<file path="config.mk">
export PLATFORM = sky130hd
export DESIGN_NAME = regfile4x64_wb
export DESIGN_NICKNAME = d
export VERILOG_FILES = /design/src/rtl/regfile_pkg.sv /design/src/rtl/wbq_fifo2.sv /design/src/rtl/regfile4x64_wb.sv
export SDC_FILE = /design/constraint.sdc
export NUM_CORES = 1
export LEC_CHECK = 0
export CORE_ASPECT_RATIO = 1.5
export CORE_UTILIZATION = 55
export DETAILED_ROUTE_END_ITERATION = 8
export PLACE_DENSITY = 0.89
export SKIP_LAST_GASP = 1
export SYNTH_ARGS = -nofsm -noshare
export SYNTH_HDL_FRONTEND = slang
export SYNTH_SLANG_ARGS = --single-unit
</file>
<file path="constraint.sdc">
create_clock -name clk -period 5.3 [get_ports clk]
set_input_delay 0.53 -clock clk [delete_from_list [all_inputs] [get_ports clk]]
set_output_delay 0.53 -clock clk [all_outputs]
set_load 0.02 [all_outputs]
</file>
<file path="src/rtl/regfile_pkg.sv">
// Shared parameters and the write-back queue entry type for the register file.
package regfile_pkg;

  localparam int unsigned DATA_W = 64;
  localparam int unsigned ADDR_W = 2;
  localparam int unsigned NREG   = 4;
  localparam int unsigned QDEPTH = 2;

  typedef struct packed {
    logic [ADDR_W-1:0] addr;
    logic [DATA_W-1:0] data;
  } wb_entry_t;

endpackage

</file>
<file path="src/rtl/wbq_fifo2.sv">
// Two-entry synchronous FIFO for write-back entries; head is held in a flop.
module wbq_fifo2
  import regfile_pkg::*;
(
  input  logic      clk,
  input  logic      reset,
  input  logic      push,
  input  wb_entry_t push_entry,
  input  logic      pop,
  output wb_entry_t head,
  output logic      full,
  output logic      empty,
  output logic [1:0] count
);

  wb_entry_t  head_q, head_d;
  wb_entry_t  tail_q, tail_d;
  logic [1:0] count_q, count_d;

  assign head  = head_q;
  assign count = count_q;
  assign full  = (count_q == 2'(QDEPTH));
  assign empty = (count_q == 2'd0);

  // Next-state: the caller never pushes when full nor pops when empty.
  always_comb begin
    head_d  = head_q;
    tail_d  = tail_q;
    count_d = count_q;
    unique case ({push, pop})
      2'b10: begin
        if (count_q == 2'd0) begin
          head_d = push_entry;
        end else begin
          tail_d = push_entry;
        end
        count_d = count_q + 2'd1;
      end
      2'b01: begin
        head_d  = tail_q;
        count_d = count_q - 2'd1;
      end
      2'b11: begin
        // Simultaneous push/pop only happens at count 1 (push is blocked when full).
        if (count_q == 2'd1) begin
          head_d = push_entry;
        end else begin
          head_d = tail_q;
          tail_d = push_entry;
        end
      end
      default: ;
    endcase
  end

  // Queue state registers with synchronous reset.
  always_ff @(posedge clk) begin
    if (reset) begin
      head_q  <= '0;
      tail_q  <= '0;
      count_q <= 2'd0;
    end else begin
      head_q  <= head_d;
      tail_q  <= tail_d;
      count_q <= count_d;
    end
  end

endmodule

</file>
<file path="src/rtl/regfile4x64_wb.sv">
// Four-entry 64-bit register file with a queued write-back port and busy scoreboard.
module regfile4x64_wb
  import regfile_pkg::*;
(
  input  logic              clk,
  input  logic              reset,
  input  logic              wb_valid,
  output logic              wb_ready,
  input  logic [ADDR_W-1:0] wb_addr,
  input  logic [DATA_W-1:0] wb_data,
  input  logic              hold,
  input  logic              rsv_valid,
  input  logic [ADDR_W-1:0] rsv_addr,
  output logic              rsv_ready,
  output logic [DATA_W-1:0] R0,
  output logic [DATA_W-1:0] R1,
  output logic [DATA_W-1:0] R2,
  output logic [DATA_W-1:0] R3,
  output logic [NREG-1:0]   busy,
  output logic [1:0]        qcount,
  output logic              wb_err
);

  logic [DATA_W-1:0] regs_q [NREG];
  logic [DATA_W-1:0] regs_d [NREG];
  logic [NREG-1:0]   busy_q, busy_d;
  logic              err_q, err_d;

  wb_entry_t q_head;
  wb_entry_t q_in;
  logic      q_full, q_empty;
  logic      push, commit, rsv_fire;

  assign wb_ready  = !q_full && !reset;
  assign rsv_ready = !busy_q[rsv_addr] && !reset;
  assign push      = wb_valid && wb_ready;
  assign commit    = !q_empty && !hold && !reset;
  assign rsv_fire  = rsv_valid && rsv_ready;
  assign q_in      = '{addr: wb_addr, data: wb_data};

  wbq_fifo2 u_wbq (
    .clk        (clk),
    .reset      (reset),
    .push       (push),
    .push_entry (q_in),
    .pop        (commit),
    .head       (q_head),
    .full       (q_full),
    .empty      (q_empty),
    .count      (qcount)
  );

  // Commit the queue head, then apply a reservation so reserve wins over clear.
  always_comb begin
    regs_d = regs_q;
    busy_d = busy_q;
    err_d  = err_q;
    if (commit) begin
      regs_d[q_head.addr] = q_head.data;
      busy_d[q_head.addr] = 1'b0;
      if (!busy_q[q_head.addr]) begin
        err_d = 1'b1;
      end
    end
    if (rsv_fire) begin
      busy_d[rsv_addr] = 1'b1;
    end
  end

  // Architectural state registers with synchronous reset.
  always_ff @(posedge clk) begin
    if (reset) begin
      regs_q <= '{default: '0};
      busy_q <= '0;
      err_q  <= 1'b0;
    end else begin
      regs_q <= regs_d;
      busy_q <= busy_d;
      err_q  <= err_d;
    end
  end

  assign R0     = regs_q[0];
  assign R1     = regs_q[1];
  assign R2     = regs_q[2];
  assign R3     = regs_q[3];
  assign busy   = busy_q;
  assign wb_err = err_q;

endmodule

</file>
==> impl_results.md, run 1 <==
* Run status: completed
* Leading area contributor after synthesis: dfxtp_1
* Clk sinks at 395
* Via count at 16,265
* Fin Hold WS at 0.458 ns
* First-pass GRT wire length at 80,500 um
* GR Overflow Total at 0
* Pin count of the biggest net entering global routing at 222
* Via density at 6.51
* Post-Route WL at 52,000 um
* Die area at 0.0298 mm^2
* Net count after synthesis at 1,992
* Arrival @ worst endpoint at 4.32 ns
* Max-cap violations at 0
* Count leader, synth: dfxtp_1
* Port Buffer Count at 337
* Most used cell along the critical path: buf_4
* Post-Syn Area per Cell at 8.38 um^2
* CP peak stage delay at 0.79 ns
* Slowest CP cell: ha_2
* Synth Register Bits at 395
* Static Leak at 6.35 nW
* Vias in the first global route at 15,015
* Min Tclk post-route at 3.90 ns
* Final Setup Violations at 0
* Most area-consuming cells after synthesis: dfxtp_1, a21oi_1, o21ai_0
* Clock skew at 0.0125 ns
* RSZ-0062 raised after global routing: false
* Synth top area share at 49.4%
* Total Power at 0.00694 W
* Slew @ Worst Pin at 1.31 ns
* Worst Path Required at 5.73 ns
* Power density over the cells at 342 mW/mm^2
* CTS Root Cell: clkbuf_16
* Async set-or-reset flop fraction in the synthesized netlist at 0%
* CP max FO at 67
* Hold Buf Count CTS at 0
* Post-detailed-route wirelength per cell at 20.8 um
* Final WS setup at 1.40 ns
* Startpoint types: flip-flop
* Cts repair resizes at 0
* Max-slew violations at 0
* EDFF count, synth at 0
* YS warnings at 0
* Gate Count Post-Synth at 1,912
* Post-DP HPWL at 30,900 um
* FMAX at 257 MHz
* First DRT Iteration DRCs at 2,151
* CTS tree: built
* Crit Path Category: flip-flop to flip-flop
* Layout cell share with drive strength beyond 1 at 6.11%
* CTS max path bufs at 3
* Post-route ant nets at 0
* CORE AREA at 0.0287 mm^2
* Nets@finish at 2,150
* Worst-Skew Late Latency at 0.53 ns
* Critical-path cell list: inv_1, ha_1, or3_4, clkinv_2, buf_4, ha_2, buf_4, o211ai_1, a311oi_1
* Die Wd at 141 um
* Most common flop cell mapped by yosys: dfxtp_1
* Fill cells at 2,223
* Starting Density at 55.8%
* I/O pins at 338
* TritonRoute pass-1 iters at 8
* DP Worst Slack at 1.29 ns
* Die Span Y at 211 um
* Reg-to-reg setup timing slack at 1.40 ns
* Hold/Removal Path Class: primary input to flip-flop
* Hold Vio Cnt, Final at 0
* Synth top cells by count: dfxtp_1, a21oi_1, o21ai_0, nand3_1, clkbuf_1
* VDD IR max at 249 uV
* DRC violations left at 0
* Synthesized cell area at 0.0160 mm^2
* Buffer and inverter count on the worst path at 4
* Overall routing resource usage at 33.5%
* CP top delay family: buffers and inverters
* Number of distinct library cells after synthesis at 40
* Clock Pin Slew Worst Setup and Hold Paths at 0.07 ns
* Setup TNS at 0 ns
* Core Rows at 76
* Initial antenna violation count at 12
* Relative slew slack at 12.7%
* Area delta synth->final at 26.6%
* Post-synthesis sequential area ratio at 49.4%
* Fin crit share at 73.5%
* CP endpoint kind: flip-flop
* Setup bufs post-CTS at 0
* CTS Buf Count at 36
* H-tree lvl count at 2
* RD Place Congestion at 0.828
layer usage:
metal	vias up	share of wire (%)	global-route usage [%]
li1	7317	-	-
met1	7699	36	40.9
met2	1022	48	55.2
met3	227	9.2	5.62
met4	0	6.5	20.2
met5	-	0	0
path summary, 6_finish.rpt:
kind,to,cells after the start,startpoint
setup reg to reg,u_wbq.head[3]$_SDFFE_PP0P_,9,u_wbq.count[0]$_SDFFE_PP0P_
setup / recovery,u_wbq.head[3]$_SDFFE_PP0P_,9,u_wbq.count[0]$_SDFFE_PP0P_
hold reg to reg,R1[29]$_SDFFE_PP0P_,2,R1[29]$_SDFFE_PP0P_
hold / removal,busy[0]$_SDFF_PP0_,2,reset
through the flow:
step	utilization [%]	area, um^2	std cells
6_report	70.6	20300	2497
5_1_grt	70.6	20300	2497
4_1_cts	70.5	20200	2485
3_5_place_dp	66.4	19100	2422
3_3_place_gp	66.4	19100	2422
2_1_floorplan	-	16000	1912
area by class of cell:
type	instances	area (um^2)	share of cell area, %
timing repair buffer	356	3550	17.5
sequential	395	7910	39.0
clock inverter	9	76.3	0.377
multi-input combinational	1274	7090	35.0
clock buffer	54	1100	5.43
inverter	7	32.5	0.160
tap	390	488	2.41
antenna	12	30.0	0.148
cell families (layout without fill, tap and decap cells):
logic type | after synthesis | in the layout | share of synthesized area (%)
multiplexers | 2 | 2 | 0.281
AND/OR/NAND/NOR | 408 | 408 | 12.5
adder cells (fa/ha/maj) | 7 | 7 | 0.547
buffers and inverters | 243 | 426 | 6.66
AO/OA/AOI/OAI | 855 | 855 | 30.6
other | 0 | 12 | 0
flip-flops | 395 | 395 | 49.4
XOR/XNOR | 2 | 2 | 0.109
registers in the layout (all words and copies together) (netlist names):
| register | flops |
|---|---|
| wb_err | 1 |
| u_wbq.count | 2 |
| R2 | 64 |
| R0 | 64 |
| R3 | 64 |
| busy | 4 |
| R1 | 64 |
| u_wbq.head | 66 |
| u_wbq.tail_q | 66 |
where the power goes:
part	total, W	switching [W]	internal, W
clock	0.00260	0.00112	0.00149
sequential	0.00333	0.000210	0.00312
combinational	0.00101	0.000711	0.000300
total	0.00694	0.00204	0.00490
layout by cell type (no fill, tap or decap), types with 2 or more instances in the layout:
master           instances
a21oi_1                392
a311oi_1                36
a311oi_2                30
buf_12                   2
buf_4                   17
clkbuf_1                 6
clkbuf_16               37
clkbuf_8                11
clkdlybuf4s50_1        336
clkinv_2                 7
dfxtp_1                394
diode_2                 12
ha_1                     6
inv_1                    4
inv_6                    2
mux4_2                   2
nand2_1                 67
nand3_1                323
nor2_1                   5
o211ai_1                66
o21ai_0                326
xnor2_1                  2
(Power assumes the default switching activity.)
==> run 2, diff against run 1 <==
--- a/config.mk
+++ b/config.mk
@@ -6,9 +6,9 @@
 export NUM_CORES = 1
 export LEC_CHECK = 0
 export CORE_ASPECT_RATIO = 1.5
-export CORE_UTILIZATION = 55
+export CORE_UTILIZATION = 51
 export DETAILED_ROUTE_END_ITERATION = 8
-export PLACE_DENSITY = 0.89
+export PLACE_DENSITY = 0.84
 export SKIP_LAST_GASP = 1
 export SYNTH_ARGS = -nofsm -noshare
 export SYNTH_HDL_FRONTEND = slang
==> constraint.sdc (replaced) <==
create_clock -name clk -period 3.75 [get_ports clk]
set_input_delay 0.375 -clock clk [delete_from_list [all_inputs] [get_ports clk]]
set_output_delay 0.375 -clock clk [all_outputs]
set_load 0.02 [all_outputs]
==> impl_results.md, run 2 (synthesis results as in run 1) <==
* CTS Root Cell: clkbuf_16 (unchanged)
* Max-cap violations at 0 (unchanged)
* Hold Startpoint: reset (unchanged)
* Core Rows at 79 (was 76)
* Register area at 0.00791 mm^2 (unchanged)
* Pin count of the biggest net entering global routing at 261 (was 222)
* Min Tclk post-route at 3.44 ns (was 3.90 ns)
* First-pass GRT wire length at 80,700 um (was 80,500 um)
* GR Overflow Total at 0 (unchanged)
* Post-route ant nets at 0 (unchanged)
* Post-Route WL at 52,500 um (was 52,000 um)
* Via density at 6.41 (was 6.51)
* Initial antenna violation count at 11 (was 12)
* Critical-path cell list: inv_1, ha_1, or3_4, clkinv_2, ha_1, a2111o_2, nand2_1, a311oi_2 (was inv_1, ha_1, or3_4, clkinv_2, buf_4, ha_2, buf_4, o211ai_1, a311oi_1)
* Nets@finish at 2,156 (was 2,150)
* Die area at 0.0321 mm^2 (was 0.0298 mm^2)
* WHS Endpoint: busy[0]$_SDFF_PP0_ (unchanged)
* VDD IR max at 392 uV (was 249 uV)
* Cts repair resizes at 0 (unchanged)
* Relative slew slack at 11.8% (was 12.7%)
* Hold/Removal Path Class: primary input to flip-flop (unchanged)
* CTS tree: built (unchanged)
* Worst Path Required at 4.19 ns (was 5.73 ns)
* Slew @ Worst Pin at 1.32 ns (was 1.31 ns)
* CTS max path bufs at 3 (unchanged)
* Static Leak at 6.43 nW (was 6.35 nW)
* DRC violations left at 0 (unchanged)
* I/O pins at 338 (unchanged)
* Met3 WL at 4330 um (was 4770 um)
* R2R Path End: u_wbq.head[25]$_SDFFE_PP0P_ (was u_wbq.head[3]$_SDFFE_PP0P_)
* Footprint of the multi-input gates at 0.00709 mm^2 (about the same)
* DR top layer: met5 (was met4)
* Wl on met1 at 19,700 um (was 18,900 um)
* First DRT Iteration DRCs at 1,951 (was 2,151)
* Most frequent cells in the layout: dfxtp_1, a21oi_1, clkdlybuf4s50_1 (unchanged)
* CORE AREA at 0.0309 mm^2 (was 0.0287 mm^2)
* H-tree lvl count at 2 (unchanged)
* Run status: completed (unchanged)
* Most used cell along the critical path: ha_1 (was buf_4)
* Post-DP HPWL at 31,100 um (was 30,900 um)
* DP Worst Slack at 0.299 ns (was 1.29 ns)
* CP peak stage delay at 1.09 ns (was 0.79 ns)
* Worst r2r path cells at 8 (was 9)
* Hold Buf Count CTS at 0 (unchanged)
* RD Place Congestion at 0.829 (was 0.828)
* Worst-Skew Late Latency at 0.54 ns (was 0.53 ns)
* Crit Path Category: flip-flop to flip-flop (unchanged)
* Layout cell share with drive strength beyond 1 at 6.33% (was 6.11%)
* Setup TNS at 0 ns (unchanged)
* CP endpoint kind: flip-flop (unchanged)
* Max-slew violations at 0 (unchanged)
* Clock Pin Slew Worst Setup and Hold Paths at 0.06 ns (was 0.07 ns)
* Slowest CP cell: a2111o_2 (was ha_2)
* Post-detailed-route wirelength per cell at 20.9 um (was 20.8 um)
* CP max FO at 66 (was 67)
* Port Buffer Count at 337 (unchanged)
* Fin crit share at 91.6% (was 73.5%)
* Hold Vio Cnt, Final at 0 (unchanged)
* Clk sinks at 395 (unchanged)
* Reg2reg start: u_wbq.count[0]$_SDFFE_PP0P_ (unchanged)
* Clock skew at 0.0168 ns (was 0.0125 ns)
* WL met2 at 25,100 um (was 25,000 um)
* FMAX at 291 MHz (was 257 MHz)
* Area delta synth->final at 27.8% (was 26.6%)
* Final Setup Violations at 0 (unchanged)
* Starting Density at 51.8% (was 55.8%)
* TritonRoute pass-1 iters at 6 (was 8)
* CTS Buf Count at 37 (was 36)
* Via count at 16,130 (was 16,265)
* Final WS setup at 0.313 ns (was 1.40 ns)
* Leading cell type in the layout, fill and taps excluded: dfxtp_1 (unchanged)
* Worst hold path cell count at 2 (unchanged)
* Power density over the cells at 490 mW/mm^2 (was 342 mW/mm^2)
* Die Wd at 147 um (was 141 um)
* Fill cells at 2,468 (was 2,223)
* Setup bufs post-CTS at 0 (unchanged)
* Vias in the first global route at 14,577 (was 15,015)
* Startpoint types: flip-flop (unchanged)
* Arrival @ worst endpoint at 3.88 ns (was 4.32 ns)
* Die Span Y at 219 um (was 211 um)
* RSZ-0062 raised after global routing: false (unchanged)
* Reg-to-reg setup timing slack at 0.31 ns (was 1.40 ns)
* Overall routing resource usage at 31.2% (was 33.5%)
## run 2: cell count changes in the layout (fill, tap and decap cells not counted), sizes merged
| cell | change |
|---|---|
| buf | +5 |
| bufinv | +2 |
| clkbuf | -1 |
| clkinv | -1 |
## run 2: per-layer routing
layer / global-route usage, % / up-vias
li1: - / 7323
met4: 20.3 / 2
met2: 49.6 / 886
met5: 0 / -
met3: 5.18 / 181
met1: 39.0 / 7738
## run 2: critical path: cells and delay by family, from the launching register on
kind	cells	cell delay, ns
AOI/OAI and AO/OA	2	1.43
and+or+nand+nor	2	0.69
adders and majority gates	2	0.64
DFF	1	0.40
buffers and inverters	2	0.16
## run 2: area by class of cell
type / instances / area share [%]
Sequential cell: 395 / 38.6
Multi-Input combinational cell: 1274 / 34.6
Timing Repair Buffer: 361 / 17.9
Clock buffer: 53 / 5.42
Tap cell: 405 / 2.48
Clock inverter: 10 / 0.642
Inverter: 7 / 0.159
Antenna cell: 12 / 0.147
## run 2: report_power, final
part	total (W)	switching [W]	leakage, nW	internal [W]
clock	0.00388	0.00162	0.612	0.00226
combinational	0.00149	0.00104	2.61	0.000453
sequential	0.00467	0.000265	3.20	0.00440
## run 2: worst max-delay path by stage
stage                                      startpoint                          end  slack (ns)  cells past startpoint
after global routing      u_wbq.count[0]$_SDFFE_PP0P_  u_wbq.head[25]$_SDFFE_PP0P_        0.13                      8
final                     u_wbq.count[0]$_SDFFE_PP0P_  u_wbq.head[25]$_SDFFE_PP0P_        0.31                      8
after floorplan           u_wbq.count[0]$_SDFFE_PP0P_  u_wbq.head[33]$_SDFFE_PP0P_        0.91                     12
after CTS                 u_wbq.count[0]$_SDFFE_PP0P_  u_wbq.head[25]$_SDFFE_PP0P_        0.37                      8
after global placement                           hold  u_wbq.head[40]$_SDFFE_PP0P_        0.46                      7
after detailed placement                         hold  u_wbq.head[51]$_SDFFE_PP0P_        0.30                      7
## run 2: per-stage QoR
| step | hold slack (ns) | cells | util (%) | power (W) | cell area [um^2] |
|---|---|---|---|---|---|
| floorplan | 0.454 | 1912 | - | 0.00568 | 16000 |
| global placement | 0.460 | 2442 | 62.1 | 0.00616 | 19200 |
| detailed placement | 0.466 | 2442 | 62.1 | 0.00620 | 19200 |
| CTS | 0.283 | 2505 | 66.1 | 0.0100 | 20400 |
| global route | 0.322 | 2515 | 66.1 | 0.0104 | 20500 |
| finish | 0.279 | 2517 | 66.2 | 0.0100 | 20500 |
